--- config.mk ---
export PLATFORM = sky130hd
export DESIGN_NAME = adc733_chan_accum
export DESIGN_NICKNAME = d
export VERILOG_FILES = /design/src/rtl/adc733_chan_accum.sv
export SDC_FILE = /design/constraint.sdc
export NUM_CORES = 2
export LEC_CHECK = 0
export CORE_MARGIN = 2
export CORE_UTILIZATION = 55
export DETAILED_ROUTE_END_ITERATION = 6
export PLACE_DENSITY_LB_ADDON = 0.3
export SLEW_MARGIN = 20
export SYNTH_ARGS = -nofsm -noshare
export SYNTH_HDL_FRONTEND = slang
export SYNTH_SLANG_ARGS = --single-unit
--- constraint.sdc ---
create_clock -name clk -period 7.1 [get_ports clk]
set_input_delay 2.13 -clock clk [delete_from_list [all_inputs] [get_ports clk]]
set_output_delay 2.13 -clock clk [all_outputs]
set_load 0.01 [all_outputs]
--- src/rtl/adc733_chan_accum.sv ---
// Per-channel windowed sample accumulator; sums interleaved ADC samples per channel between sync pulses.
// Latency: sample at t visible in live sums at t+1; sync at t gives first record (chan 0) at t+1.
// Backpressure: m_ready stalls only the record dump; samples never stall and keep accumulating.
module adc733_chan_accum #(
  parameter int NCH = 6,
  parameter int DW  = 16,
  parameter int AW  = 32,
  parameter int CW  = 16
) (
  input  logic          clk,
  input  logic          rst_l,
  input  logic          sync,
  input  logic          s_valid,
  input  logic [DW-1:0] s_data,
  input  logic          s_first,
  output logic          m_valid,
  input  logic          m_ready,
  output logic [2:0]    m_chan,
  output logic [AW-1:0] m_sum,
  output logic [CW-1:0] m_cnt,
  output logic          m_last,
  output logic          overrun
);

  typedef enum logic {ST_IDLE, ST_DUMP} state_t;

  localparam logic [2:0]    LAST_CH = 3'(NCH - 1);
  localparam logic [AW-1:0] SAT_MAX = {1'b0, {(AW-1){1'b1}}};
  localparam logic [AW-1:0] SAT_MIN = {1'b1, {(AW-1){1'b0}}};

  // live window, snapshot of the previous window, channel pointer
  logic [AW-1:0] r_acc    [NCH];
  logic [CW-1:0] r_cnt    [NCH];
  logic [AW-1:0] r_sh_acc [NCH];
  logic [CW-1:0] r_sh_cnt [NCH];
  logic [2:0]    r_chp;

  // dump FSM and registered record outputs
  state_t        r_state;
  logic [2:0]    r_k;
  logic          r_m_valid;
  logic [2:0]    r_m_chan;
  logic [AW-1:0] r_m_sum;
  logic [CW-1:0] r_m_cnt;
  logic          r_m_last;
  logic          r_overrun;

  logic [2:0]    w_idx;
  logic [2:0]    w_chp_nxt;
  logic [AW:0]   w_samp_ext;
  logic [AW-1:0] w_acc_base [NCH];
  logic [CW-1:0] w_cnt_base [NCH];
  logic [AW:0]   w_sum      [NCH];
  logic [AW-1:0] w_acc_nxt  [NCH];
  logic [CW-1:0] w_cnt_nxt  [NCH];

  logic          w_accept;
  logic          w_last_acc;
  logic          w_snap;
  logic          w_ovr_set;
  state_t        w_state_nxt;
  logic [2:0]    w_k_nxt;
  logic          w_mv_nxt;
  logic [2:0]    w_chan_nxt;
  logic [AW-1:0] w_sum_nxt;
  logic [CW-1:0] w_cnt_out_nxt;
  logic          w_last_nxt;

  // s_first forces channel 0 so a slipped pointer realigns on the next frame
  assign w_idx      = s_first ? 3'd0 : r_chp;
  assign w_samp_ext = {{(AW + 1 - DW){s_data[DW-1]}}, s_data};

  // dump handshake; a sync that lands on the final acceptance is a clean restart, not an overrun
  assign w_accept   = (r_state == ST_DUMP) && m_ready;
  assign w_last_acc = w_accept && (r_k == LAST_CH);
  assign w_snap     = sync && ((r_state == ST_IDLE) || w_last_acc);
  assign w_ovr_set  = sync && (r_state == ST_DUMP) && !w_last_acc;

  // channel pointer advance with wrap
  always_comb begin
    w_chp_nxt = r_chp;
    if (s_valid) begin
      w_chp_nxt = (w_idx == LAST_CH) ? 3'd0 : w_idx + 3'd1;
    end
  end

  // live accumulators: clear on sync first, then add the same-cycle sample with saturation
  always_comb begin
    for (int i = 0; i < NCH; i++) begin
      w_acc_base[i] = sync ? '0 : r_acc[i];
      w_cnt_base[i] = sync ? '0 : r_cnt[i];
      w_sum[i]      = {w_acc_base[i][AW-1], w_acc_base[i]} + w_samp_ext;
      w_acc_nxt[i]  = w_acc_base[i];
      w_cnt_nxt[i]  = w_cnt_base[i];
      if (s_valid && (w_idx == 3'(i))) begin
        if (w_sum[i][AW] != w_sum[i][AW-1]) begin
          w_acc_nxt[i] = w_sum[i][AW] ? SAT_MIN : SAT_MAX;
        end else begin
          w_acc_nxt[i] = w_sum[i][AW-1:0];
        end
        w_cnt_nxt[i] = (&w_cnt_base[i]) ? w_cnt_base[i] : w_cnt_base[i] + 1'b1;
      end
    end
  end

  // live and shadow register update
  always_ff @(posedge clk or negedge rst_l) begin
    if (!rst_l) begin
      r_chp <= '0;
      for (int i = 0; i < NCH; i++) begin
        r_acc[i]    <= '0;
        r_cnt[i]    <= '0;
        r_sh_acc[i] <= '0;
        r_sh_cnt[i] <= '0;
      end
    end else begin
      r_chp <= w_chp_nxt;
      for (int i = 0; i < NCH; i++) begin
        r_acc[i] <= w_acc_nxt[i];
        r_cnt[i] <= w_cnt_nxt[i];
        if (w_snap) begin
          r_sh_acc[i] <= r_acc[i];
          r_sh_cnt[i] <= r_cnt[i];
        end
      end
    end
  end

  // FSM next state and next record contents
  always_comb begin
    w_state_nxt   = r_state;
    w_k_nxt       = r_k;
    w_mv_nxt      = 1'b0;
    w_chan_nxt    = '0;
    w_sum_nxt     = '0;
    w_cnt_out_nxt = '0;
    w_last_nxt    = 1'b0;
    if (w_snap) begin
      w_state_nxt = ST_DUMP;
      w_k_nxt     = '0;
    end else if (w_accept) begin
      if (r_k == LAST_CH) begin
        w_state_nxt = ST_IDLE;
        w_k_nxt     = '0;
      end else begin
        w_k_nxt = r_k + 3'd1;
      end
    end
    if (w_state_nxt == ST_DUMP) begin
      w_mv_nxt   = 1'b1;
      w_chan_nxt = w_k_nxt;
      w_last_nxt = (w_k_nxt == LAST_CH);
      // on a fresh snapshot the shadow is not loaded yet, so record 0 comes from the live window
      if (w_snap) begin
        w_sum_nxt     = r_acc[0];
        w_cnt_out_nxt = r_cnt[0];
      end else begin
        w_sum_nxt     = r_sh_acc[w_k_nxt];
        w_cnt_out_nxt = r_sh_cnt[w_k_nxt];
      end
    end
  end

  // FSM state, record output registers and sticky overrun
  always_ff @(posedge clk or negedge rst_l) begin
    if (!rst_l) begin
      r_state   <= ST_IDLE;
      r_k       <= '0;
      r_m_valid <= 1'b0;
      r_m_chan  <= '0;
      r_m_sum   <= '0;
      r_m_cnt   <= '0;
      r_m_last  <= 1'b0;
      r_overrun <= 1'b0;
    end else begin
      r_state   <= w_state_nxt;
      r_k       <= w_k_nxt;
      r_m_valid <= w_mv_nxt;
      r_m_chan  <= w_chan_nxt;
      r_m_sum   <= w_sum_nxt;
      r_m_cnt   <= w_cnt_out_nxt;
      r_m_last  <= w_last_nxt;
      if (w_ovr_set) begin
        r_overrun <= 1'b1;
      end
    end
  end

  assign m_valid = r_m_valid;
  assign m_chan  = r_m_chan;
  assign m_sum   = r_m_sum;
  assign m_cnt   = r_m_cnt;
  assign m_last  = r_m_last;
  assign overrun = r_overrun;

endmodule
==> results.md <==
* Outcome: finished clean
* Hold Vio Cnt, Final at 0
* Post-synthesis sequential area ratio at about two fifths
* Final Instance Count excl. Fillers at about 5700
* Synthesized cell area at about 39000 um^2
* Max IR drop VDD at 366 uV
* ANT nets after route at 0
* Req. time, crit path at 7.61 ns
* Final Routed Wirelength at 118 mm
* Post-CTS repair timing setup buffer count at 0
* Nets@finish at 4932
* Hold Buf Count CTS at 0
* Cell count after synthesis at 4707
* CTS resizes at 0
* Max-cap violations at 0
* Critical Path End Type: flop
* Final setup vio count at 0
* Crit Path Max Fanout at 17
* Post-route setup slack at 0.793 ns
* Leakage at 21.5 nW
* DR pass1 iterations at 6
* Pre-CTS worst setup slack at 0.286 ns
* Netlist cell types at approximately 80
* Core area at about 70000 um^2
* Design area at 43200 um^2
* # H-tree levels at 3
* Maximum clock insertion buffer count at 3
* Initial Util at 55.5%
* DR iter-0 viols at 3648
* Synthesized area per cell at 8.24 um^2
* Vias in the first global route at approximately 33000
* I/O pin count at 76
* IO Port Bufs at 75
* Ys flop type: dfrtp_1
* Min Tclk post-route at 6.31 ns
* Total track usage at 32.1%
* Total number of vias at between 30000 and 40000
* Setup TNS at 0 ns
* Vias per cell at about 6.0
* RSZ-0062 raised after global routing: false
* Share of cells above drive strength 1 at 5.96%
* Final core occ at 61.8%
* Crit path kind: input port to flop
* CTS buffer count at between 70 and 80
* Row count at 97
* Residual DRC count at 0
* FF+latch count, synth at about 640
* Clock Latency Late Sink at 0.65 ns
* DIE WIDTH at around 270 um
* DR WL/cell at 20.7 um
* Ys async rst share at 100%
* Die H at 270 um
* Largest net degree at the start of global routing at 152
* Setup Skew at 0.0236 ns
* Worst min-delay path category: flop to flop
* DP Cell Count at 5569
* Fmax at 159 MHz
* Die area at approximately 73000 um^2
* Mapped Nets at 4934
* PD cells at 296 nW/um^2
* Antenna violations before repair at 2
* EDFF count, synth at 0
* CP Launch Type: input port
* GPL Wtd Cong at ~0.94
* Placed inst area at 40700 um^2
* Fin crit share at 88.8%
* Reg clk slew, reported paths at 0.06 ns
* Grt ovf at 0
* First-pass GRT wire length at 185 mm
* Clk Tree Root Cell: clkbuf_16
* R2R setup slack at between 2 and 3 ns
* CP Data Arrival Time at 6.81 ns
* Warnings from Yosys at 0
* Final Max Tran Viols at 0
* Layout area overhead at 11.4%
* Clk sinks at 636
* Max-slew headroom at 25.0%
* Post-DP HPWL at 80.8 mm
* Slew @ Worst Pin at 1.13 ns
* CTS tree: done
routing by layer:
layer	up-vias	GRT usage, %	routed length (um)
met5	-	0	0
met4	0	15.1	6300
met3	316	5.81	9690
met2	1470	50.5	53400
met1	16707	43.1	48900
li1	16016	-	-
Yosys cell counts, drive strengths merged (28+ instances only):
cell type  number  area, um^2
nand2        1414        5310
dfrtp         636       15900
a21oi         312        1570
o21ai         272        1360
nor2b         247        1550
nor2          216         813
clkbuf        206         773
ha            199        2490
and3          128         801
xor2          127        1110
a21o          126         946
xnor2         114         998
inv            66         248
nand3          60         300
a221o          49         490
nand4          44         275
nand2b         39         251
nor3           34         170
a22o           32         280
o21a           28         210
critical path: stages:
cell and delay [ns]:
clkdlybuf4s50_1 0.81, ha_1 0.45, inv_1 0.08, fa_1 0.21, nor2b_1 0.06, o21a_1 0.18
o21ai_0 0.38, a21oi_1 0.19, a2111oi_0 0.65, a21oi_1 0.23, a311oi_2 0.40, o21ai_1 0.13
and2_1 0.40, buf_4 0.30, nor2_1 0.11, o21ai_0 0.09
cells in the final DEF, fill, tap and decap left out, types with 12 or more instances in the layout:
master           count
nor2b_1            246
nor3b_1             15
and3_1             128
clkbuf_8            12
or2_2               12
xor2_1             127
buf_12              12
buf_4               68
nand3_1             60
nor3_1              31
a221o_1             49
a21o_1             125
clkbuf_16           75
a22o_1              32
clkinv_2            14
a211oi_1            17
o21bai_1            25
nand2b_1            38
o22a_1              25
a21oi_1            308
nand2_1           1413
clkdlybuf4s50_1     72
o211ai_1            12
o21a_1              28
clkbuf_1            16
nor2_1             211
and2_1              14
o21ba_2             26
dfrtp_1            636
o21ai_0            260
nand4_1             44
a31oi_1             23
or3_1               19
xnor2_1            114
ha_1               199
inv_1               64
report_power, final:
group          switching, mW  internal [mW]
logic                   2.85           1.39
registers              0.381           4.20
clock network           1.63           2.31
total                   4.86           7.91
flip-flops by register name (all words and copies together), names as in the netlist:
signal / flops
r_cnt: 96
r_sh_acc: 192
r_chp: 3
m_sum: 32
m_chan: 3
m_valid: 1
r_sh_cnt: 96
overrun: 1
m_last: 1
r_k: 3
r_acc: 192
m_cnt: 16
through the flow:
stage,hold slack [ns],power [mW]
after floorplan,0.431,6.93
after global placement,0.439,8.67
after detailed placement,0.445,8.72
after CTS,0.452,12.7
after global routing,0.486,13.3
final,0.458,12.8
kinds of logic (layout without fill, tap and decap cells):
logic type	after synthesis	in the layout	synth area share, %
simple gates	2277	2277	26.1
xor+xnor	241	241	5.44
mux	11	11	0.307
buf+inv	299	354	3.00
other cells	0	2	0
compound gates	1035	1035	17.3
flops	636	636	41.0
fa+ha+maj	208	208	6.81
worst paths after layout:
path / startpoint / end / cells past startpoint
max reg2reg: r_acc[96]$_DFF_PN0_ / r_acc[118]$_DFF_PN0_ / 16
max in group asynchronous: rst_l / r_sh_acc[140]$_DFFE_PN0P_ / 2
min in group asynchronous: rst_l / r_cnt[15]$_DFF_PN0_ / 1
max: s_data[0] / r_acc[118]$_DFF_PN0_ / 16
min: r_acc[153]$_DFF_PN0_ / r_sh_acc[153]$_DFFE_PN0P_ / 2
min reg2reg: r_acc[153]$_DFF_PN0_ / r_sh_acc[153]$_DFFE_PN0P_ / 2
layout make-up:
type	count	area, um^2
Antenna cell	2	5.00
Fill cell	6154	26700
Sequential cell	636	15900
Inverter	66	250
Clock buffer	103	2100
Multi-Input combinational cell	3772	21800
Timing Repair Buffer	155	1510
Tap cell	940	1180
Clock inverter	30	405
(Power assumes the default switching activity.)
